**src/rtl/cfg_pkg.sv**
```systemverilog
// rtl/cfg_pkg.sv - shared state type and default sizes for the config stream controller
package cfg_pkg;

  localparam int CFG_FRAME_BITS = 26;
  localparam int CFG_NUM_FRAMES = 3;

  typedef enum logic [1:0] {
    IDLE   = 2'd0,
    LOAD   = 2'd1,
    SHIFT  = 2'd2,
    FINISH = 2'd3
  } state_t;

endpackage

```
**src/rtl/cfg_stream_ctrl_if.sv**
```systemverilog
// rtl/cfg_stream_ctrl_if.sv - frame handshake from config source to controller; CFG_PARITY_EN adds frame_parity
interface cfg_stream_ctrl_if
  import cfg_pkg::*;
#(
  parameter int FRAME_BITS = CFG_FRAME_BITS
);

  logic [FRAME_BITS-1:0] frame_data;
  logic                  frame_valid;
  logic                  frame_ready;
`ifdef CFG_PARITY_EN
  logic                  frame_parity;

  modport master (output frame_data, frame_valid, frame_parity, input  frame_ready);
  modport slave  (input  frame_data, frame_valid, frame_parity, output frame_ready);
`else
  modport master (output frame_data, frame_valid, input  frame_ready);
  modport slave  (input  frame_data, frame_valid, output frame_ready);
`endif

endinterface

```
**src/rtl/cfg_piso.sv**
```systemverilog
// rtl/cfg_piso.sv - parallel-load, LSB-first shift register with per-frame bit counter
module cfg_piso
  import cfg_pkg::*;
#(
  parameter int FRAME_BITS = CFG_FRAME_BITS
) (
  input  logic                  clk,
  input  logic                  reset,
  input  logic                  clear,
  input  logic                  load,
  input  logic                  shift,
  input  logic [FRAME_BITS-1:0] data,
  output logic                  bit_out,
  output logic                  last
);

  localparam int CNT_W = $clog2(FRAME_BITS);

  logic [FRAME_BITS-2:0] shreg;
  logic [CNT_W-1:0]      bit_cnt;

  assign last = (bit_cnt == CNT_W'(FRAME_BITS - 1));

  // bit 0 goes straight to bit_out on load so it is visible the cycle after acceptance
  always_ff @(posedge clk or posedge reset) begin
    if (reset) begin
      shreg   <= '0;
      bit_cnt <= '0;
      bit_out <= 1'b0;
    end else if (clear) begin
      shreg   <= '0;
      bit_cnt <= '0;
      bit_out <= 1'b0;
    end else if (load) begin
      bit_out <= data[0];
      shreg   <= data[FRAME_BITS-1:1];
      bit_cnt <= '0;
    end else if (shift) begin
      if (last) begin
        bit_out <= 1'b0;
      end else begin
        bit_out <= shreg[0];
        shreg   <= {1'b0, shreg[FRAME_BITS-2:1]};
        bit_cnt <= bit_cnt + 1'b1;
      end
    end
  end

endmodule

```
**src/rtl/cfg_stream_ctrl.sv**
```systemverilog
// rtl/cfg_stream_ctrl.sv - sequences config frames onto the tile chain; CFG_PARITY_EN enables frame parity check
module cfg_stream_ctrl
  import cfg_pkg::*;
#(
  parameter int FRAME_BITS = CFG_FRAME_BITS,
  parameter int NUM_FRAMES = CFG_NUM_FRAMES,
  parameter int IDX_W      = $clog2(NUM_FRAMES + 1)
) (
  input  logic             clk,
  input  logic             reset,
  input  logic             start,
  input  logic             abort,
  cfg_stream_ctrl_if.slave frame_if,
  output logic             bit_out,
  output logic             shift_en,
  output logic             prgm_b,
  output logic             cb_prgm_b,
  output logic             busy,
  output logic             done,
  output logic [IDX_W-1:0] frame_idx
`ifdef CFG_PARITY_EN
  ,
  output logic             parity_err
`endif
);

  state_t           state, state_nx;
  logic             accept, par_bad, kill, piso_last, idx_last;
  logic             prgm_b_nx, cb_prgm_b_nx, busy_nx, done_nx, shift_en_nx;
  logic [IDX_W-1:0] frame_idx_nx;

  assign frame_if.frame_ready = (state == LOAD) && !abort;
  assign accept   = frame_if.frame_ready && frame_if.frame_valid;
  assign idx_last = (frame_idx >= IDX_W'(NUM_FRAMES - 1));

`ifdef CFG_PARITY_EN
  assign par_bad = accept && (^{frame_if.frame_data, frame_if.frame_parity});
`else
  assign par_bad = 1'b0;
`endif

  // a bad-parity frame is handled exactly like an abort
  assign kill = (abort && (state != IDLE)) || par_bad;

  cfg_piso #(.FRAME_BITS(FRAME_BITS)) u_piso (
    .clk     (clk),
    .reset   (reset),
    .clear   (kill),
    .load    (accept),
    .shift   (state == SHIFT),
    .data    (frame_if.frame_data),
    .bit_out (bit_out),
    .last    (piso_last)
  );

  always_ff @(posedge clk or posedge reset) begin
    if (reset) begin
      state     <= IDLE;
      prgm_b    <= 1'b1;
      cb_prgm_b <= 1'b0;
      busy      <= 1'b0;
      done      <= 1'b0;
      shift_en  <= 1'b0;
      frame_idx <= '0;
    end else begin
      state     <= state_nx;
      prgm_b    <= prgm_b_nx;
      cb_prgm_b <= cb_prgm_b_nx;
      busy      <= busy_nx;
      done      <= done_nx;
      shift_en  <= shift_en_nx;
      frame_idx <= frame_idx_nx;
    end
  end

  always_comb begin
    state_nx = state;
    if (kill) begin
      state_nx = IDLE;
    end else begin
      case (state)
        IDLE:    if (start) state_nx = LOAD;
        LOAD:    if (accept) state_nx = SHIFT;
        SHIFT:   if (piso_last) state_nx = idx_last ? FINISH : LOAD;
        FINISH:  state_nx = IDLE;
        default: state_nx = IDLE;
      endcase
    end
  end

  always_comb begin
    prgm_b_nx    = prgm_b;
    cb_prgm_b_nx = cb_prgm_b;
    busy_nx      = busy;
    done_nx      = 1'b0;
    shift_en_nx  = 1'b0;
    frame_idx_nx = frame_idx;
    if (kill) begin
      prgm_b_nx    = 1'b1;
      cb_prgm_b_nx = 1'b0;
      busy_nx      = 1'b0;
    end else begin
      case (state)
        IDLE: begin
          if (start) begin
            prgm_b_nx    = 1'b0;
            cb_prgm_b_nx = 1'b1;
            busy_nx      = 1'b1;
            frame_idx_nx = '0;
          end
        end
        LOAD: shift_en_nx = accept;
        SHIFT: begin
          shift_en_nx = !piso_last;
          if (piso_last) begin
            if (frame_idx != IDX_W'(NUM_FRAMES)) frame_idx_nx = frame_idx + 1'b1;
            if (idx_last) cb_prgm_b_nx = 1'b0;
          end
        end
        FINISH: begin
          prgm_b_nx = 1'b1;
          busy_nx   = 1'b0;
          done_nx   = 1'b1;
        end
        default: ;
      endcase
    end
  end

`ifdef CFG_PARITY_EN
  always_ff @(posedge clk or posedge reset) begin
    if (reset) begin
      parity_err <= 1'b0;
    end else if (par_bad) begin
      parity_err <= 1'b1;
    end else if ((state == IDLE) && start) begin
      parity_err <= 1'b0;
    end
  end
`endif

endmodule

```
**src/flat_wrapper.sv**
```systemverilog
// flat-port wrapper written by rule: the top's interface ports become plain ports
module cfg_stream_ctrl_flat import cfg_pkg::*;
#(
  parameter int FRAME_BITS = CFG_FRAME_BITS,
  parameter int NUM_FRAMES = CFG_NUM_FRAMES,
  parameter int IDX_W      = $clog2(NUM_FRAMES + 1)
)
  (clk, reset, start, abort, bit_out, shift_en, prgm_b, cb_prgm_b, busy, done, frame_idx, frame_if_frame_data, frame_if_frame_valid, frame_if_frame_ready);
  cfg_stream_ctrl_if #(.FRAME_BITS(FRAME_BITS)) frame_if_i ();
  input  logic clk;
  input  logic reset;
  input  logic start;
  input  logic abort;
  output logic bit_out;
  output logic shift_en;
  output logic prgm_b;
  output logic cb_prgm_b;
  output logic busy;
  output logic done;
  output logic [IDX_W-1:0] frame_idx;
  input wire logic [$bits(frame_if_i.frame_data)-1:0] frame_if_frame_data;
  input wire logic [$bits(frame_if_i.frame_valid)-1:0] frame_if_frame_valid;
  output wire logic [$bits(frame_if_i.frame_ready)-1:0] frame_if_frame_ready;
  assign frame_if_i.frame_data = frame_if_frame_data;
  assign frame_if_i.frame_valid = frame_if_frame_valid;
  assign frame_if_frame_ready = frame_if_i.frame_ready;
  cfg_stream_ctrl #(.FRAME_BITS(FRAME_BITS), .NUM_FRAMES(NUM_FRAMES), .IDX_W(IDX_W)) u_core (.clk(clk), .reset(reset), .start(start), .abort(abort), .frame_if(frame_if_i), .bit_out(bit_out), .shift_en(shift_en), .prgm_b(prgm_b), .cb_prgm_b(cb_prgm_b), .busy(busy), .done(done), .frame_idx(frame_idx));
endmodule
```
**config.mk**
```make
export PLATFORM = sky130hd
export DESIGN_NAME = cfg_stream_ctrl_flat
export DESIGN_NICKNAME = d
export VERILOG_FILES = /design/src/rtl/cfg_pkg.sv /design/src/rtl/cfg_stream_ctrl_if.sv /design/src/rtl/cfg_piso.sv /design/src/rtl/cfg_stream_ctrl.sv /design/src/flat_wrapper.sv
export SDC_FILE = /design/constraint.sdc
export NUM_CORES = 1
export LEC_CHECK = 0
export ABC_AREA = 0
export CAP_MARGIN = 0
export CORE_ASPECT_RATIO = 0.6
export CORE_MARGIN = 1.5
export CORE_UTILIZATION = 57
export DETAILED_ROUTE_END_ITERATION = 8
export GPL_TIMING_DRIVEN = 0
export PLACE_DENSITY = 0.91
export SLEW_MARGIN = 20
export SYNTH_ARGS = -nofsm -noshare
export SYNTH_HDL_FRONTEND = slang
export SYNTH_SLANG_ARGS = --single-unit
```
**constraint.sdc**
```tcl
create_clock -name clk -period 5.8 [get_ports clk]
set_clock_uncertainty 0.2 [all_clocks]
set_input_delay 1.74 -clock clk [delete_from_list [all_inputs] [get_ports clk]]
set_output_delay 1.74 -clock clk [all_outputs]
set_load 0.01 [all_outputs]
```
==> impl_metrics.json <==
{
  "estimated_wirelength_of_the_detail_placed_design_mm": 3.726,
  "synth-edff-count": 0,
  "via_count_of_the_first_global_routing_pass": 1843,
  "timing.slew.headroom": 0.6981,
  "design_power_total_uw": 1365,
  "yosys_warnings": 0,
  "clockRootBuffer": "clkbuf_8",
  "synth.distinct_cells": 44,
  "timing.hold.worst.start": "u_core.u_piso.bit_out",
  "cellPowerDensity_nw_per_um2": 461.3,
  "share_seq_of_total_power": 0.345,
  "drt_iter0_drc": 138,
  "finalMaxSlewViolations": 0,
  "dieArea_um2": 4552,
  "internal_power_uw": 874.2,
  "drc": 0,
  "grt_pass1_wl_mm": 8.721,
  "fmax_mhz": 179.5,
  "port_buffers": 39,
  "synth_top_area_share": 0.4131,
  "worstSetupStartpoint": "abort",
  "timing.final.crit_share": 0.9607,
  "antenna_violating_nets_post_route": 0,
  "layout.core_utilization": 0.7772,
  "grt_setup_unrepaired": "no",
  "antenna_violations_before_repair": 0,
  "synth.avg_cell_area_um2": 10.59,
  "async_flop_share": 1.000,
  "holdBufCountCts": 0,
  "vias_per_cell": 5.821,
  "power.net_switching_uw": 490.9,
  "design.final.nets": 309,
  "cp_data_required_time_ps": 3860,
  "area_contributors_post_synth": "dfrtp_1, mux2_2, mux2i_1",
  "finalWorstPathRequiredPeriod_ps": 5572,
  "ys_ff_latch": 40,
  "mappedNetlistArea_um2": 2362,
  "worstPathArrival_ps": 3630,
  "placeableCoreArea_um2": 3807,
  "endpoint_kind": "output pin",
  "path_clk_slew_ps": 80,
  "yosys-top-cells-count": "dfrtp_1, mux2_2, nand2_1",
  "gp_congestion": 0.9146,
  "area_delta_synth_final_pct": 25.26,
  "cts_tree": "built",
  "detailroute.via_count": 1851,
  "peakVddDrop_v": 0.0002569,
  "result_of_the_run": "finished, final reports clean",
  "syn_inst": 223,
  "clock_power_share": 0.186,
  "cts_resized": 0,
  "timing.final.setup_violations": 0,
  "grt_overflow_total": 0,
  "drt-pass1-iter-count": 4,
  "die_y_um": 52.87,
  "clock_tree.buffer_depth": 2,
  "cts-buffers-inserted": 5,
  "fill_cells": 251,
  "starting_utilization_of_the_core_area": 0.6204,
  "grt_max_degree": 35,
  "final_hold_viol_count": 0,
  "setup.worst_path.start_class": "input port",
  "drive_gt1_frac": 0.1882,
  "net_count_of_the_mapped_netlist": 262,
  "hold_class": "flop to flop",
  "num_io_pins": 40,
  "synth.most_common_cell": "dfrtp_1",
  "synth-main-ff-cell": "dfrtp_1",
  "maximum_level_of_the_cts_h_tree": 2,
  "setup_total_negative_slack_ps": 0,
  "power_switching_share": 0.3596,
  "post_cts_buffers": 0,
  "synth_top_cell_by_area": "dfrtp_1",
  "p_leak_uw": 0.001407,
  "track_usage": 0.2562,
  "number_of_cell_rows": 17,
  "worst_skew_pair.late_latency_ps": 300,
  "worst_slew_pin_slew_ps": 452.3,
  "die_width_um": 86.11,
  "wl_per_cell_um": 16.11,
  "detail_route.wirelength_mm": 5.123,
  "crit_path_max_fanout": 10,
  "maxCapViolations": 0,
  "clock_sink_count": 40,
  "critPathKind": "input port to output pin",
  "rr_startpoint": "u_core.state[1]",
  "share_comb_of_total_power": 0.469,
  "antenna_cells_inserted": 0,
  "sequential_element_share_of_the_synthesized_area": 0.4243
}
per-stage QoR:
stage / hold WS, ps / std cells / cell area [um^2] / setup slack (ps)
after floorplan: 270.5 / 223 / 2362 / 1377
after global placement: 266.3 / 309 / 2811 / 138.2
after detailed placement: 275.3 / 310 / 2831 / 149.6
after CTS: 289.9 / 318 / 2958 / 125.4
after global routing: 315.6 / 318 / 2959 / 140.1
final: 286.5 / 318 / 2959 / 227.9
worst paths after layout:
path                                            to  slack, ps  cells after the start
max                           frame_if_frame_ready        230                      6
min                          u_core.u_piso.bit_out        290                      2
max reg2reg                u_core.u_piso.shreg[13]       3340                      7
min reg2reg                  u_core.u_piso.bit_out        290                      2
max in group asynchronous            u_core.prgm_b       3470                      3
min in group asynchronous   u_core.u_piso.shreg[3]       1450                      2
sequential cells by signal, summed over array words and instances (netlist names):
| register | cells |
|---|---|
| u_core.prgm_b | 1 |
| u_core.shift_en | 1 |
| u_core.state | 2 |
| u_core.u_piso.bit_out | 1 |
| u_core.busy | 1 |
| u_core.done | 1 |
| u_core.u_piso.bit_cnt | 5 |
| u_core.frame_idx | 2 |
| u_core.cb_prgm_b | 1 |
| u_core.u_piso.shreg | 25 |
power groups by stage:
stage               logic, uW  clock network (uW)  registers (uW)
finish                    640                 254             471
global route              705                 268             485
CTS                       638                 257             469
detailed placement        633                   0             474
global placement          611                   0             468
floorplan                 465                   0             464
layout make-up:
type	instances	area, um^2	share of cell area
plain buffers	13	70.07	0.02368
clock buffers	7	96.34	0.03256
clock inverters	1	30.03	0.01015
inverters	7	26.28	0.008879
multi-input cells	163	1265	0.4275
flip-flops and latches	40	1002	0.3387
well taps	47	58.81	0.01987
repair buffers	40	410.4	0.1387
worst max-delay path, cell delays in order:
cell and delay [ps]:
clkdlybuf4s50_1 480, buf_2 210, clkbuf_1 340, clkbuf_2 300
nor2b_1 80, clkdlybuf4s50_1 480
placed cells by master (no fill, tap or decap), types with 3 or more instances in the layout:
cell / count
a21oi_1: 7
a22o_1: 9
and2_1: 4
buf_2: 4
clkbuf_1: 6
clkbuf_8: 7
clkdlybuf4s50_1: 39
dfrtp_1: 39
ha_1: 8
inv_1: 6
mux2_2: 25
mux2i_1: 18
nand2_1: 25
nor2_1: 5
nor2b_1: 4
o21ai_0: 23
o31ai_1: 3
cell families (layout without fill, tap and decap cells):
group	count (synthesis)	in the layout	synth area share
adder cells (fa/ha/maj)	8	8	0.04237
multiplexers	43	43	0.1954
buffers and inverters	20	68	0.04026
flip-flops	40	40	0.4243
AO/OA/AOI/OAI	59	59	0.1721
AND/OR/NAND/NOR	53	53	0.1255
metal layers:
layer  global-route usage  routed length, um
met3              0.07956                336
met5                    0                  0
met1               0.3642               2565
met4              0.07796                 61
met2               0.3753               2160
Note: power is estimated with default switching activity, not from simulation.
